==> src/rtl/pckg_gen_pkg.sv <==
// Shared definitions for the packet block generator: FSM states and fixed
// header codes.
package pckg_gen_pkg;

  typedef enum logic [2:0] {
    ST_IDLE,
    ST_HDR,
    ST_SIZE,
    ST_RD,
    ST_CAP,
    ST_CSUM,
    ST_NEXT
  } state_t;

  localparam logic [3:0] HDR_TAG_DEF = 4'hF;
  localparam logic [3:0] EMPTY_CH    = 4'h0;

endpackage

==> src/rtl/pckg_block_gen_if.sv <==
// FIFO-side and transmitter-side signals of the packet block generator.
interface pckg_block_gen_if #(
  parameter int unsigned NCH = 3,
  parameter int unsigned DW  = 8
);
  logic [NCH*DW-1:0] fifo_dat;
  logic [NCH-1:0]    fifo_empty;
  logic [NCH-1:0]    rd_en;
  logic              tx_busy;
  logic [7:0]        data_out;
  logic              tx_ena;

  modport master (
    input  fifo_dat, fifo_empty, tx_busy,
    output rd_en, data_out, tx_ena
  );

  modport slave (
    output fifo_dat, fifo_empty, tx_busy,
    input  rd_en, data_out, tx_ena
  );
endinterface

==> src/rtl/pckg_csum.sv <==
// 8-bit modulo-256 checksum accumulator with synchronous clear.
module pckg_csum (
  input  logic       clk,
  input  logic       rst,
  input  logic       clr,
  input  logic       add_en,
  input  logic [7:0] byte_in,
  output logic [7:0] sum
);

  always_ff @(posedge clk or posedge rst) begin
    if (rst)         sum <= '0;
    else if (clr)    sum <= '0;
    else if (add_en) sum <= sum + byte_in;
  end

endmodule

==> src/rtl/pckg_block_gen.sv <==
// Packet generator: header, size, payload read from one FIFO channel, checksum,
// emitted byte by byte to an LVDS transmitter.
module pckg_block_gen
  import pckg_gen_pkg::*;
#(
  parameter int unsigned NCH       = 3,
  parameter int unsigned DW        = 8,
  parameter int unsigned PLD_BYTES = 10,
  parameter logic [3:0]  HDR_TAG   = HDR_TAG_DEF
) (
  input  logic               clk,
  input  logic               rst,
  input  logic               start,
  input  logic [3:0]         rdy_cnl,
  output logic               next,
  pckg_block_gen_if.master   bus
);

  state_t         state, state_d;
  logic [3:0]     ch_q, ch_d, rdy_map;
  logic [7:0]     cnt_q, cnt_d;
  logic [7:0]     dout_q, dout_d;
  logic           tx_ena_q, tx_ena_d;
  logic           tx_guard;
  logic           go;
  logic           ch_empty;
  logic [7:0]     ch_byte;
  logic [NCH-1:0] rd_en_c;
  logic           csum_clr, csum_add;
  logic [7:0]     csum;

  assign bus.rd_en    = rd_en_c;
  assign bus.data_out = dout_q;
  assign bus.tx_ena   = tx_ena_q;

  assign rdy_map = (rdy_cnl == EMPTY_CH || 32'(rdy_cnl) > NCH) ? EMPTY_CH : rdy_cnl;

  // tx_ena is registered, so busy is ignored both in the strobe cycle and the one after
  assign go = !bus.tx_busy && !tx_ena_q && !tx_guard;

  always_comb begin
    ch_empty = 1'b1;
    ch_byte  = '0;
    for (int unsigned i = 0; i < NCH; i++) begin
      if (ch_q == 4'(i + 1)) begin
        ch_empty = bus.fifo_empty[i];
        ch_byte  = bus.fifo_dat[i*DW +: 8];
      end
    end
  end

  always_ff @(posedge clk or posedge rst) begin
    if (rst) begin
      state    <= ST_IDLE;
      ch_q     <= EMPTY_CH;
      cnt_q    <= '0;
      dout_q   <= '0;
      tx_ena_q <= 1'b0;
      tx_guard <= 1'b0;
    end else begin
      state    <= state_d;
      ch_q     <= ch_d;
      cnt_q    <= cnt_d;
      dout_q   <= dout_d;
      tx_ena_q <= tx_ena_d;
      tx_guard <= tx_ena_q;
    end
  end

  always_comb begin
    state_d = state;
    case (state)
      ST_IDLE: if (start) state_d = ST_HDR;
      ST_HDR:  if (go) state_d = ST_SIZE;
      ST_SIZE: if (go) state_d = (ch_q == EMPTY_CH) ? ST_CSUM : ST_RD;
      ST_RD:   if (go && !ch_empty) state_d = ST_CAP;
      ST_CAP:  state_d = (8'(cnt_q + 8'd1) == 8'(PLD_BYTES)) ? ST_CSUM : ST_RD;
      ST_CSUM: if (go) state_d = ST_NEXT;
      ST_NEXT: state_d = start ? ST_HDR : ST_IDLE;
      default: state_d = ST_IDLE;
    endcase
  end

  always_comb begin
    ch_d     = ch_q;
    cnt_d    = cnt_q;
    dout_d   = dout_q;
    tx_ena_d = 1'b0;
    csum_clr = 1'b0;
    csum_add = 1'b0;
    rd_en_c  = '0;
    next     = 1'b0;
    case (state)
      ST_HDR: if (go) begin
        ch_d     = rdy_map;
        cnt_d    = '0;
        dout_d   = {HDR_TAG, rdy_map};
        tx_ena_d = 1'b1;
        csum_clr = 1'b1;
      end
      ST_SIZE: if (go) begin
        dout_d   = (ch_q == EMPTY_CH) ? 8'h00 : 8'(PLD_BYTES);
        tx_ena_d = 1'b1;
      end
      ST_RD: if (go && !ch_empty) begin
        for (int unsigned i = 0; i < NCH; i++) rd_en_c[i] = (ch_q == 4'(i + 1));
      end
      ST_CAP: begin
        dout_d   = ch_byte;
        tx_ena_d = 1'b1;
        csum_add = 1'b1;
        cnt_d    = cnt_q + 8'd1;
      end
      ST_CSUM: if (go) begin
        dout_d   = csum;
        tx_ena_d = 1'b1;
      end
      ST_NEXT: next = 1'b1;
      default: ;
    endcase
  end

  pckg_csum u_csum (
    .clk     (clk),
    .rst     (rst),
    .clr     (csum_clr),
    .add_en  (csum_add),
    .byte_in (ch_byte),
    .sum     (csum)
  );

endmodule

==> src/flat_wrapper.sv <==
// flat-port wrapper written by rule: the top's interface ports become plain ports
module pckg_block_gen_flat import pckg_gen_pkg::*;
#(
  parameter int unsigned NCH       = 3,
  parameter int unsigned DW        = 8,
  parameter int unsigned PLD_BYTES = 10,
  parameter logic [3:0]  HDR_TAG   = HDR_TAG_DEF
)
  (clk, rst, start, rdy_cnl, next, bus_fifo_dat, bus_fifo_empty, bus_tx_busy, bus_rd_en, bus_data_out, bus_tx_ena);
  pckg_block_gen_if #(.NCH(NCH), .DW(DW)) bus_i ();
  input  logic clk;
  input  logic rst;
  input  logic start;
  input  logic [3:0] rdy_cnl;
  output logic next;
  input wire logic [$bits(bus_i.fifo_dat)-1:0] bus_fifo_dat;
  input wire logic [$bits(bus_i.fifo_empty)-1:0] bus_fifo_empty;
  input wire logic [$bits(bus_i.tx_busy)-1:0] bus_tx_busy;
  output wire logic [$bits(bus_i.rd_en)-1:0] bus_rd_en;
  output wire logic [$bits(bus_i.data_out)-1:0] bus_data_out;
  output wire logic [$bits(bus_i.tx_ena)-1:0] bus_tx_ena;
  assign bus_i.fifo_dat = bus_fifo_dat;
  assign bus_i.fifo_empty = bus_fifo_empty;
  assign bus_i.tx_busy = bus_tx_busy;
  assign bus_rd_en = bus_i.rd_en;
  assign bus_data_out = bus_i.data_out;
  assign bus_tx_ena = bus_i.tx_ena;
  pckg_block_gen #(.NCH(NCH), .DW(DW), .PLD_BYTES(PLD_BYTES), .HDR_TAG(HDR_TAG)) u_core (.clk(clk), .rst(rst), .start(start), .rdy_cnl(rdy_cnl), .next(next), .bus(bus_i));
endmodule
==> config.mk <==
export PLATFORM = sky130hd
export DESIGN_NAME = pckg_block_gen_flat
export DESIGN_NICKNAME = d
export VERILOG_FILES = /design/src/rtl/pckg_gen_pkg.sv /design/src/rtl/pckg_block_gen_if.sv /design/src/rtl/pckg_csum.sv /design/src/rtl/pckg_block_gen.sv /design/src/flat_wrapper.sv
export SDC_FILE = /design/constraint.sdc
export NUM_CORES = 1
export LEC_CHECK = 0
export CORE_MARGIN = 2
export CORE_UTILIZATION = 56
export CTS_BUF_LIST = sky130_fd_sc_hd__clkbuf_16
export DETAILED_ROUTE_END_ITERATION = 10
export GPL_TIMING_DRIVEN = 0
export MAX_ROUTING_LAYER = met4
export PLACE_DENSITY = 0.92
export SLEW_MARGIN = 30
export SYNTH_ARGS = -nofsm -noshare
export SYNTH_HDL_FRONTEND = slang
export SYNTH_HIERARCHICAL = 1
export SYNTH_SLANG_ARGS = --single-unit
==> constraint.sdc <==
create_clock -name clk -period 5.6 [get_ports clk]
set_input_delay 1.68 -clock clk [delete_from_list [all_inputs] [get_ports clk]]
set_output_delay 1.68 -clock clk [all_outputs]
set_load 0.05 [all_outputs]
==> results of run 1 <==
[routing by layer]
| metal | GRT usage | up-vias |
|---|---|---|
| li1 | - | 1138 |
| met1 | 0.3354 | 1137 |
| met2 | 0.5024 | 101 |
| met3 | 0.06331 | 12 |
| met4 | 0.1005 | 0 |
| met5 | - | - |
[Yosys cell counts (all sizes together), types with 2 or more instances]
library cell / number / share of area
mux2i: 10 / 0.043
nor4b: 4 / 0.015
clkbuf: 5 / 0.0080
inv: 8 / 0.013
or3: 3 / 0.010
clkinv: 2 / 0.0032
nor3b: 2 / 0.0064
dfrtp: 33 / 0.35
nor2: 34 / 0.054
a22oi: 3 / 0.0096
nand4bb: 2 / 0.0096
nand3: 11 / 0.023
nand2: 28 / 0.045
o21ai: 28 / 0.060
buf: 10 / 0.025
a21o: 8 / 0.026
a211oi: 5 / 0.020
a21oi: 17 / 0.039
ha: 9 / 0.048
a221oi: 6 / 0.022
nor3: 9 / 0.023
and2: 3 / 0.0080
o22ai: 4 / 0.011
or2: 3 / 0.0080
a31oi: 2 / 0.0053
xnor2: 3 / 0.011
nand4: 3 / 0.0080
nor2b: 3 / 0.0080
mux2: 2 / 0.011
a32oi: 2 / 0.0074
[placed cells by master (no fill, tap or decap), types with 5 or more instances in the layout]
cell and count:
a21o_1 8, a21oi_1 15, a221oi_1 6, buf_2 8, clkbuf_1 5, clkbuf_16 5
clkdlybuf4s50_1 44, dfrtp_1 33, ha_1 9, mux2i_1 10, nand2_1 28, nand3_1 11
nor2_1 34, nor3_1 7, o21ai_0 6, o21ai_1 22
[kinds of logic after synthesis]
group           after synthesis
simple gates                110
flops                        33
compound gates               86
xor+xnor                      4
fa+ha+maj                    10
buf+inv                      25
mux                          12
[state kept, by name, indices dropped and copies added, names as in the netlist]
name / cells
u_core/u_csum/sum: 8
u_core/state: 3
u_core/tx_guard: 1
u_core/bus.data_out: 8
u_core/cnt_q: 8
u_core/ch_q: 4
u_core/bus.tx_ena: 1
[worst paths after layout]
| kind | slack [ns] | cells after the start | end |
|---|---|---|---|
| max in group asynchronous | 3.40 | 2 | u_core/cnt_q[2]$_DFFE_PP0P_ |
| min reg2reg | 0.43 | 0 | u_core/tx_guard$_DFF_PP0_ |
| max | 0.30 | 7 | bus_rd_en[1] |
| max reg2reg | 2.75 | 10 | u_core/u_csum/sum[7]$_DFFE_PP0P_ |
| min in group asynchronous | 1.70 | 2 | u_core/u_csum/sum[7]$_DFFE_PP0P_ |
| min | 0.43 | 0 | u_core/tx_guard$_DFF_PP0_ |
[layout make-up]
class / instances / area, sq um
Sequential cell: 33 / 825.8
Multi-Input combinational cell: 222 / 1413
Clock inverter: 3 / 12.51
Inverter: 10 / 37.54
Buffer: 15 / 77.57
Tap cell: 50 / 62.56
Fill cell: 299 / 1020
Timing Repair Buffer: 47 / 455.4
Clock buffer: 5 / 125.1
[power breakdown]
group / internal, mW / total, mW / switching, mW
clock: 0.160 / 0.258 / 0.0980
sequential: 0.314 / 0.401 / 0.0867
combinational: 0.263 / 0.679 / 0.416
[worst max-delay path, cell delays in order]
cell and delay, ns:
clkdlybuf4s50_1 0.43, nor3_2 0.36, and2_1 0.18, clkbuf_1 0.27, nand3_1 0.22, nor3_1 0.17, clkbuf_2 0.30
[repair_timing]
action	in CTS	in global routing
resized for setup	3	9
setup buffers	0	0
setup endpoints to repair	3	3
gates cloned	0	0
hold endpoints to repair	0	0
==> results.toml, run 1 <==
[yosys]
yosysSeqAreaShare = 0.3509
yosysUniqueCellTypes = 57
syn-num-nets = 325
avgSynthCellArea_sq_um = 8.405
synth_top_family_by_area = "compound AO/OA/AOI/OAI gates"
synth_warnings = 6
synth_cells = 280
ys_seq_elements = 33
synthAdderAreaFrac = 0.05635
synth-compound-area-share = 0.2408
synth.mux.area_fraction = 0.05369
synth-simple-area-share = 0.2344
netlist_area_sq_mm = 0.002354
postSynth.asyncResetShare = 1.000
synth_edf_count = 0
synth_xor_area_frac = 0.01489
synth_flop_cell = "dfrtp_1"

[global_route]
grt_overflow = 0
grt_usage = 0.2914
grt_max_degree = 26
antenna_found_initial = 0
first_global_vias = 2227
grt_pass1_wl_mm = 9.901

[setup_path]
crit_fanout = 6
cp-start-kind = "input port"
crit_start = "bus_tx_busy"
arrival_ns = 3.62
r2r_start = "u_core/ch_q[1]$_DFFE_PP0P_"
path_class = "input port to output pin"
critPathCaptureType = "output pin"
critPathRequiredTime_ns = 3.92

[routing]
wl_met2_mm = 3.036
wl_met3_um = 530
vias = 2388
ant_nets = 0
wl_mm = 6.360
routed_via_density = 6.203
routedWlPerCell_um = 16.52
top_layer = "met4"
wl_met1_mm = 2.694
drt_iter0_drc = 213
remaining_drc_errors = 0
firstDrtPassIters = 5

[sta]
fin_ws_ns = 0.3031
setup_viol = 0
period_minus_slack_ns = 5.297
clock_skew_ns = 0.006641
slew_viol_final = 0
slew_headroom = 0.5106
finalSetupTns_ns = 0
tightest_slew_ns = 0.7342
hold_slack_ns = 0.4313
clock.fmax_mhz = 188.8
hold_viol_final = 0
period_share = 0.9459
rsz0062_at_grt = "false"

[place]
place_ws_ns = -0.1776
dp_hpwl_mm = 4.772
gp_congestion = 0.9399
port_buffers = 47
place_inst = 377
dpl_cell_area_sq_mm = 0.002887

[status]
status = "completed"

[cells_and_area]
stdcell_count = 385
layout-drive-gt1-share = 0.09254
fin_area_sq_mm = 0.003009
nets = 379
fin_util = 0.7469
diodes = 0
area_growth_pct = 27.86

[clock_tree]
ctsHtreeMaxLevel = 2
numCtsBuffers = 5
cts_tree = "yes"
cts.hold.buffers_added = 0
cts_sinks = 33
clk_latency_ns = 0.28
cts_max_path_buffers = 2
path_clk_slew_ns = 0.05
cts_root_buf = "clkbuf_16"

[pwr]
report.power.total_mw = 1.338
leakage_nw = 1.283
peakVddDrop_mv = 0.2673
p_per_area_mw_per_mm2 = 444.6

[floorplan]
die-area_sq_mm = 0.004738
start_util = 0.5842
dieWidth_um = 68.83
coreArea_sq_mm = 0.004029
num_rows = 23
dieHeight_um = 68.83
num_io_pins = 48

[run]
max-cap-violations = 0

[worst_hold_path]
hp-class = "flip-flop to flip-flop"
hp-start = "u_core/bus.tx_ena$_DFF_PP0_"
Note: power is estimated with default switching activity, not from simulation.
==> run 2, diff against run 1 <==
--- a/config.mk
+++ b/config.mk
@@ -12,7 +12,7 @@
 export GPL_TIMING_DRIVEN = 0
 export MAX_ROUTING_LAYER = met4
 export PLACE_DENSITY = 0.92
-export SLEW_MARGIN = 30
+export SLEW_MARGIN = 10
 export SYNTH_ARGS = -nofsm -noshare
 export SYNTH_HDL_FRONTEND = slang
 export SYNTH_HIERARCHICAL = 1
==> results.toml, run 2 (synthesis gave the netlist of run 1 again) <==
[place]
port_buffers = 47
dp_hpwl_mm = 4.773
gp_congestion = 0.9399

[routing]
ant_nets = 0
routed_via_density = 6.203
vias = 2388
firstDrtPassIters = 5
drt_iter0_drc = 213
wl_mm = 6.359
routedWlPerCell_um = 16.52
remaining_drc_errors = 0

[clock_tree]
numCtsBuffers = 5
cts_max_path_buffers = 2
cts_sinks = 33
ctsHtreeMaxLevel = 2
path_clk_slew_ns = 0.05
cts_setup_buffers = 0
cts.hold.buffers_added = 0
clk_latency_ns = 0.28
cts_tree = "yes"
cts_root_buf = "clkbuf_16"

[worst_hold_path]
hp-class = "flip-flop to flip-flop"
holdPathStages = 0
hp-start = "u_core/bus.tx_ena$_DFF_PP0_"
hold_end = "u_core/tx_guard$_DFF_PP0_"

[cells_and_area]
final_common_cell = "clkdlybuf4s50_1"
area_growth_pct = 27.86
nets = 379
layout-drive-gt1-share = 0.08955
fin_util = 0.7469
regArea_sq_um = 825.8
multi_input_area_sq_mm = 0.001413
diodes = 0
n_fill_cell = 299
most-common-layout-cells = "clkdlybuf4s50_1, nor2_1, dfrtp_1, nand2_1, o21ai_1"

[setup_path]
slowest_delay_ns = 0.43
reg2reg_to = "u_core/u_csum/sum[7]$_DFFE_PP0P_"
cp_num_buf_inv = 3
cp-start-kind = "input port"
critPathTopFamily = "buffers and inverters"
arrival_ns = 3.62
path_class = "input port to output pin"
critPathCaptureType = "output pin"
r2r_slack_ns = 2.75
cpMaxStageDelayCell = "clkdlybuf4s50_1"
worstPathCellList = "clkdlybuf4s50_1, nor3_2, and2_1, clkbuf_1, nand3_1, nor3_1, clkbuf_2"
crit_fanout = 6
rr_worst_depth = 10
critPathRequiredTime_ns = 3.92
r2r_start = "u_core/ch_q[1]$_DFFE_PP0P_"

[global_route]
antenna_found_initial = 0
grt_max_degree = 26
grt_pass1_wl_mm = 9.887
grt_overflow = 0
first_global_vias = 2224
grt_usage = 0.2910

[floorplan]
die-area_sq_mm = 0.004738
num_rows = 23
start_util = 0.5842
coreArea_sq_mm = 0.004029
dieHeight_um = 68.83
num_io_pins = 48
dieWidth_um = 68.83

[status]
status = "completed"

[pwr]
p_per_area_mw_per_mm2 = 444.5
report.power.total_mw = 1.338
leakage_nw = 1.284
peakVddDrop_mv = 0.2673

[sta]
setup_viol = 0
slew_headroom = 0.2978
rsz0062_at_grt = "false"
period_minus_slack_ns = 5.297
slew_viol_final = 0
tightest_slew_ns = 1.052
hold_viol_final = 0
clock.fmax_mhz = 188.8
clock_skew_ns = 0.006699
period_share = 0.9459

[run]
max-cap-violations = 0
[run 2: cell count changes in the layout (fill, tap and decap cells not counted)]
cell / previous run / this run
inv_1: 4 / 5
inv_2: 4 / 3
[run 2: power by group]
| group | switching (mW) | leakage [nW] | internal (mW) |
|---|---|---|---|
| registers | 0.0867 | 0.443 | 0.314 |
| logic | 0.415 | 0.772 | 0.263 |
| clock network | 0.0979 | 0.0687 | 0.160 |
| total | 0.600 | 1.28 | 0.738 |
[run 2: routing by layer]
layer	vias up	track usage	share of wire
met5	-	-	0
met4	0	0.1005	0.015
met3	12	0.06331	0.083
met2	101	0.5024	0.48
met1	1137	0.3344	0.42
li1	1138	-	-
[run 2: what timing repair did]
item                       4_1_cts  5_1_grt
pin swaps                        0        0
cloned                           0        0
setup endpoints to repair        3        3
gates resized for setup          3        9
[run 2: worst max-delay path by stage]
stage | startpoint | endpoint | depth (start not counted)
after detailed placement | bus_tx_busy | bus_rd_en[2] | 7
final | bus_tx_busy | bus_rd_en[1] | 7
after floorplan | bus_tx_busy | bus_rd_en[0] | 5
after global routing | bus_tx_busy | bus_rd_en[1] | 7
after global placement | bus_tx_busy | bus_rd_en[0] | 7
after CTS | bus_tx_busy | bus_rd_en[2] | 7
[run 2: layout make-up]
cell class / count / area share
Tap cell: 50 / 0.02079
Clock buffer: 5 / 0.04158
Clock inverter: 3 / 0.004158
Sequential cell: 33 / 0.2744
Multi-Input combinational cell: 222 / 0.4694
Inverter: 10 / 0.01247
Timing Repair Buffer: 47 / 0.1514
Buffer: 15 / 0.02578
[run 2: through the flow]
step	hold WS, ns	area [sq um]	instances	worst slack, ns	TNS (ns)
finish	0.4313	3009	385	0.3031	0
global route	0.4497	3009	385	0.1711	0
CTS	0.4354	3020	385	0.1065	0
detailed placement	0.4208	2887	377	-0.1776	-0.5307
global placement	0.4231	2887	377	-0.1968	-0.5863
floorplan	0.4420	2354	280	0.4174	0
[run 2: worst reg2reg max path, cell delays in order (launching register included)]
cell and delay [ns]:
dfrtp_1 0.35, buf_2 0.18, buf_4 0.20, mux2i_1 0.13
a211oi_1 0.63, ha_1 0.38, a211oi_2 0.22, nor3_1 0.10
mux2_4 0.31, a21o_1 0.17, a21oi_2 0.12
==> run 3, diff against run 2 <==
==> constraint.sdc (replaced) <==
create_clock -name clk -period 6.2 [get_ports clk]
set_input_delay 1.86 -clock clk [delete_from_list [all_inputs] [get_ports clk]]
set_output_delay 1.86 -clock clk [all_outputs]
set_load 0.05 [all_outputs]
==> results.toml, run 3 (synthesis gave the netlist of run 1 again) <==
[floorplan]
coreArea_sq_mm = 0.004029
die-area_sq_mm = 0.004738
dieHeight_um = 68.83
num_rows = 23
dieWidth_um = 68.83
start_util = 0.5842
num_io_pins = 48

[cells_and_area]
multi_input_area_sq_mm = 0.001413
fin_util = 0.7525
layout-drive-gt1-share = 0.08060
regArea_sq_um = 825.8
final_common_cell = "clkdlybuf4s50_1"
n_fill_cell = 294
diodes = 0
area_growth_pct = 28.81
most-common-layout-cells = "clkdlybuf4s50_1, nor2_1, dfrtp_1, nand2_1, o21ai_1"
nets = 379

[global_route]
grt_overflow = 0
first_global_vias = 2224
grt_usage = 0.2910
grt_pass1_wl_mm = 9.887
grt_max_degree = 26
antenna_found_initial = 0

[routing]
routed_via_density = 6.203
routedWlPerCell_um = 16.48
drt_iter0_drc = 217
remaining_drc_errors = 0
firstDrtPassIters = 5
vias = 2388
wl_mm = 6.343
ant_nets = 0

[sta]
slew_viol_final = 0
period_minus_slack_ns = 5.785
hold_viol_final = 0
slew_headroom = 0.2941
clock_skew_ns = 0.006891
tightest_slew_ns = 1.058
setup_viol = 0
clock.fmax_mhz = 172.9
finalSetupTns_ns = 0
rsz0062_at_grt = "false"
fin_ws_ns = 0.4153
period_share = 0.9330

[clock_tree]
cts.hold.buffers_added = 0
cts_root_buf = "clkbuf_16"
cts.repair.resized = 0
clk_latency_ns = 0.28
ctsHtreeMaxLevel = 2
cts_tree = "yes"
numCtsBuffers = 5
path_clk_slew_ns = 0.05
cts_sinks = 33
cts_setup_buffers = 0
cts_max_path_buffers = 2

[place]
gp_congestion = 0.9399
port_buffers = 47
dp_hpwl_mm = 4.773
place_ws_ns = 0.06244

[setup_path]
crit_fanout = 6
cp-start-kind = "input port"
cpMaxStageDelayCell = "dlymetal6s2s_1"
path_class = "input port to output pin"
critPathCaptureType = "output pin"
r2r_slack_ns = 3.39
arrival_ns = 3.92
worstPathCellList = "clkdlybuf4s50_1, nor3_2, and2_1, clkbuf_1, nand3_1, nor3_1, dlymetal6s2s_1"
critPathRequiredTime_ns = 4.34
cp_num_buf_inv = 3
slowest_delay_ns = 0.44
critPathTopFamily = "buffers and inverters"

[pwr]
p_per_area_mw_per_mm2 = 398.6
leakage_nw = 1.336
peakVddDrop_mv = 0.2411

[run]
max-cap-violations = 0

[worst_hold_path]
hp-class = "flip-flop to flip-flop"

[status]
status = "completed"
==> run 3: changes by cell type in the layout (fill, tap and decap cells not counted), sizes merged <==
cell / change
dlymetal6s2s: +3
clkbuf: -3
==> run 3: where the power goes <==
| part | switching (mW) | internal [mW] | total, mW |
|---|---|---|---|
| registers | 0.0782 | 0.284 | 0.362 |
| clock network | 0.0884 | 0.145 | 0.233 |
| logic | 0.375 | 0.238 | 0.613 |
==> run 3: final timing paths <==
| path | from | to | cells past startpoint |
|---|---|---|---|
| max in group asynchronous | rst | u_core/bus.tx_ena$_DFF_PP0_ | 2 |
| max | bus_tx_busy | bus_rd_en[1] | 7 |
| min | u_core/bus.tx_ena$_DFF_PP0_ | u_core/tx_guard$_DFF_PP0_ | 0 |
| min in group asynchronous | rst | u_core/u_csum/sum[7]$_DFFE_PP0P_ | 2 |
| max reg2reg | u_core/ch_q[1]$_DFFE_PP0P_ | u_core/u_csum/sum[7]$_DFFE_PP0P_ | 10 |
| min reg2reg | u_core/bus.tx_ena$_DFF_PP0_ | u_core/tx_guard$_DFF_PP0_ | 0 |
==> run 3: area by class of cell <==
type,instances,share of cell area
Sequential cell,33,0.2724
Tap cell,50,0.02064
Clock inverter,3,0.004127
Buffer,15,0.02559
Clock buffer,5,0.04127
Multi-Input combinational cell,222,0.4659
Timing Repair Buffer,47,0.1577
Inverter,10,0.01238
==> run 3: metrics by stage <==
step | hold slack (ns) | area [sq um] | total power, mW | cells
after global placement | 0.4231 | 2887 | 0.9460 | 377
after global routing | 0.4497 | 3032 | 1.290 | 385
after CTS | 0.4354 | 3024 | 1.204 | 385
after detailed placement | 0.4208 | 2887 | 0.9649 | 377
after floorplan | 0.4420 | 2354 | 0.7891 | 280
final | 0.4314 | 3032 | 1.208 | 385
==> run 3: metal layers <==
layer / part of all wire / global-route usage
met4: 0.015 / 0.1005
met3: 0.081 / 0.06331
met5: 0 / -
met2: 0.48 / 0.5024
met1: 0.43 / 0.3344
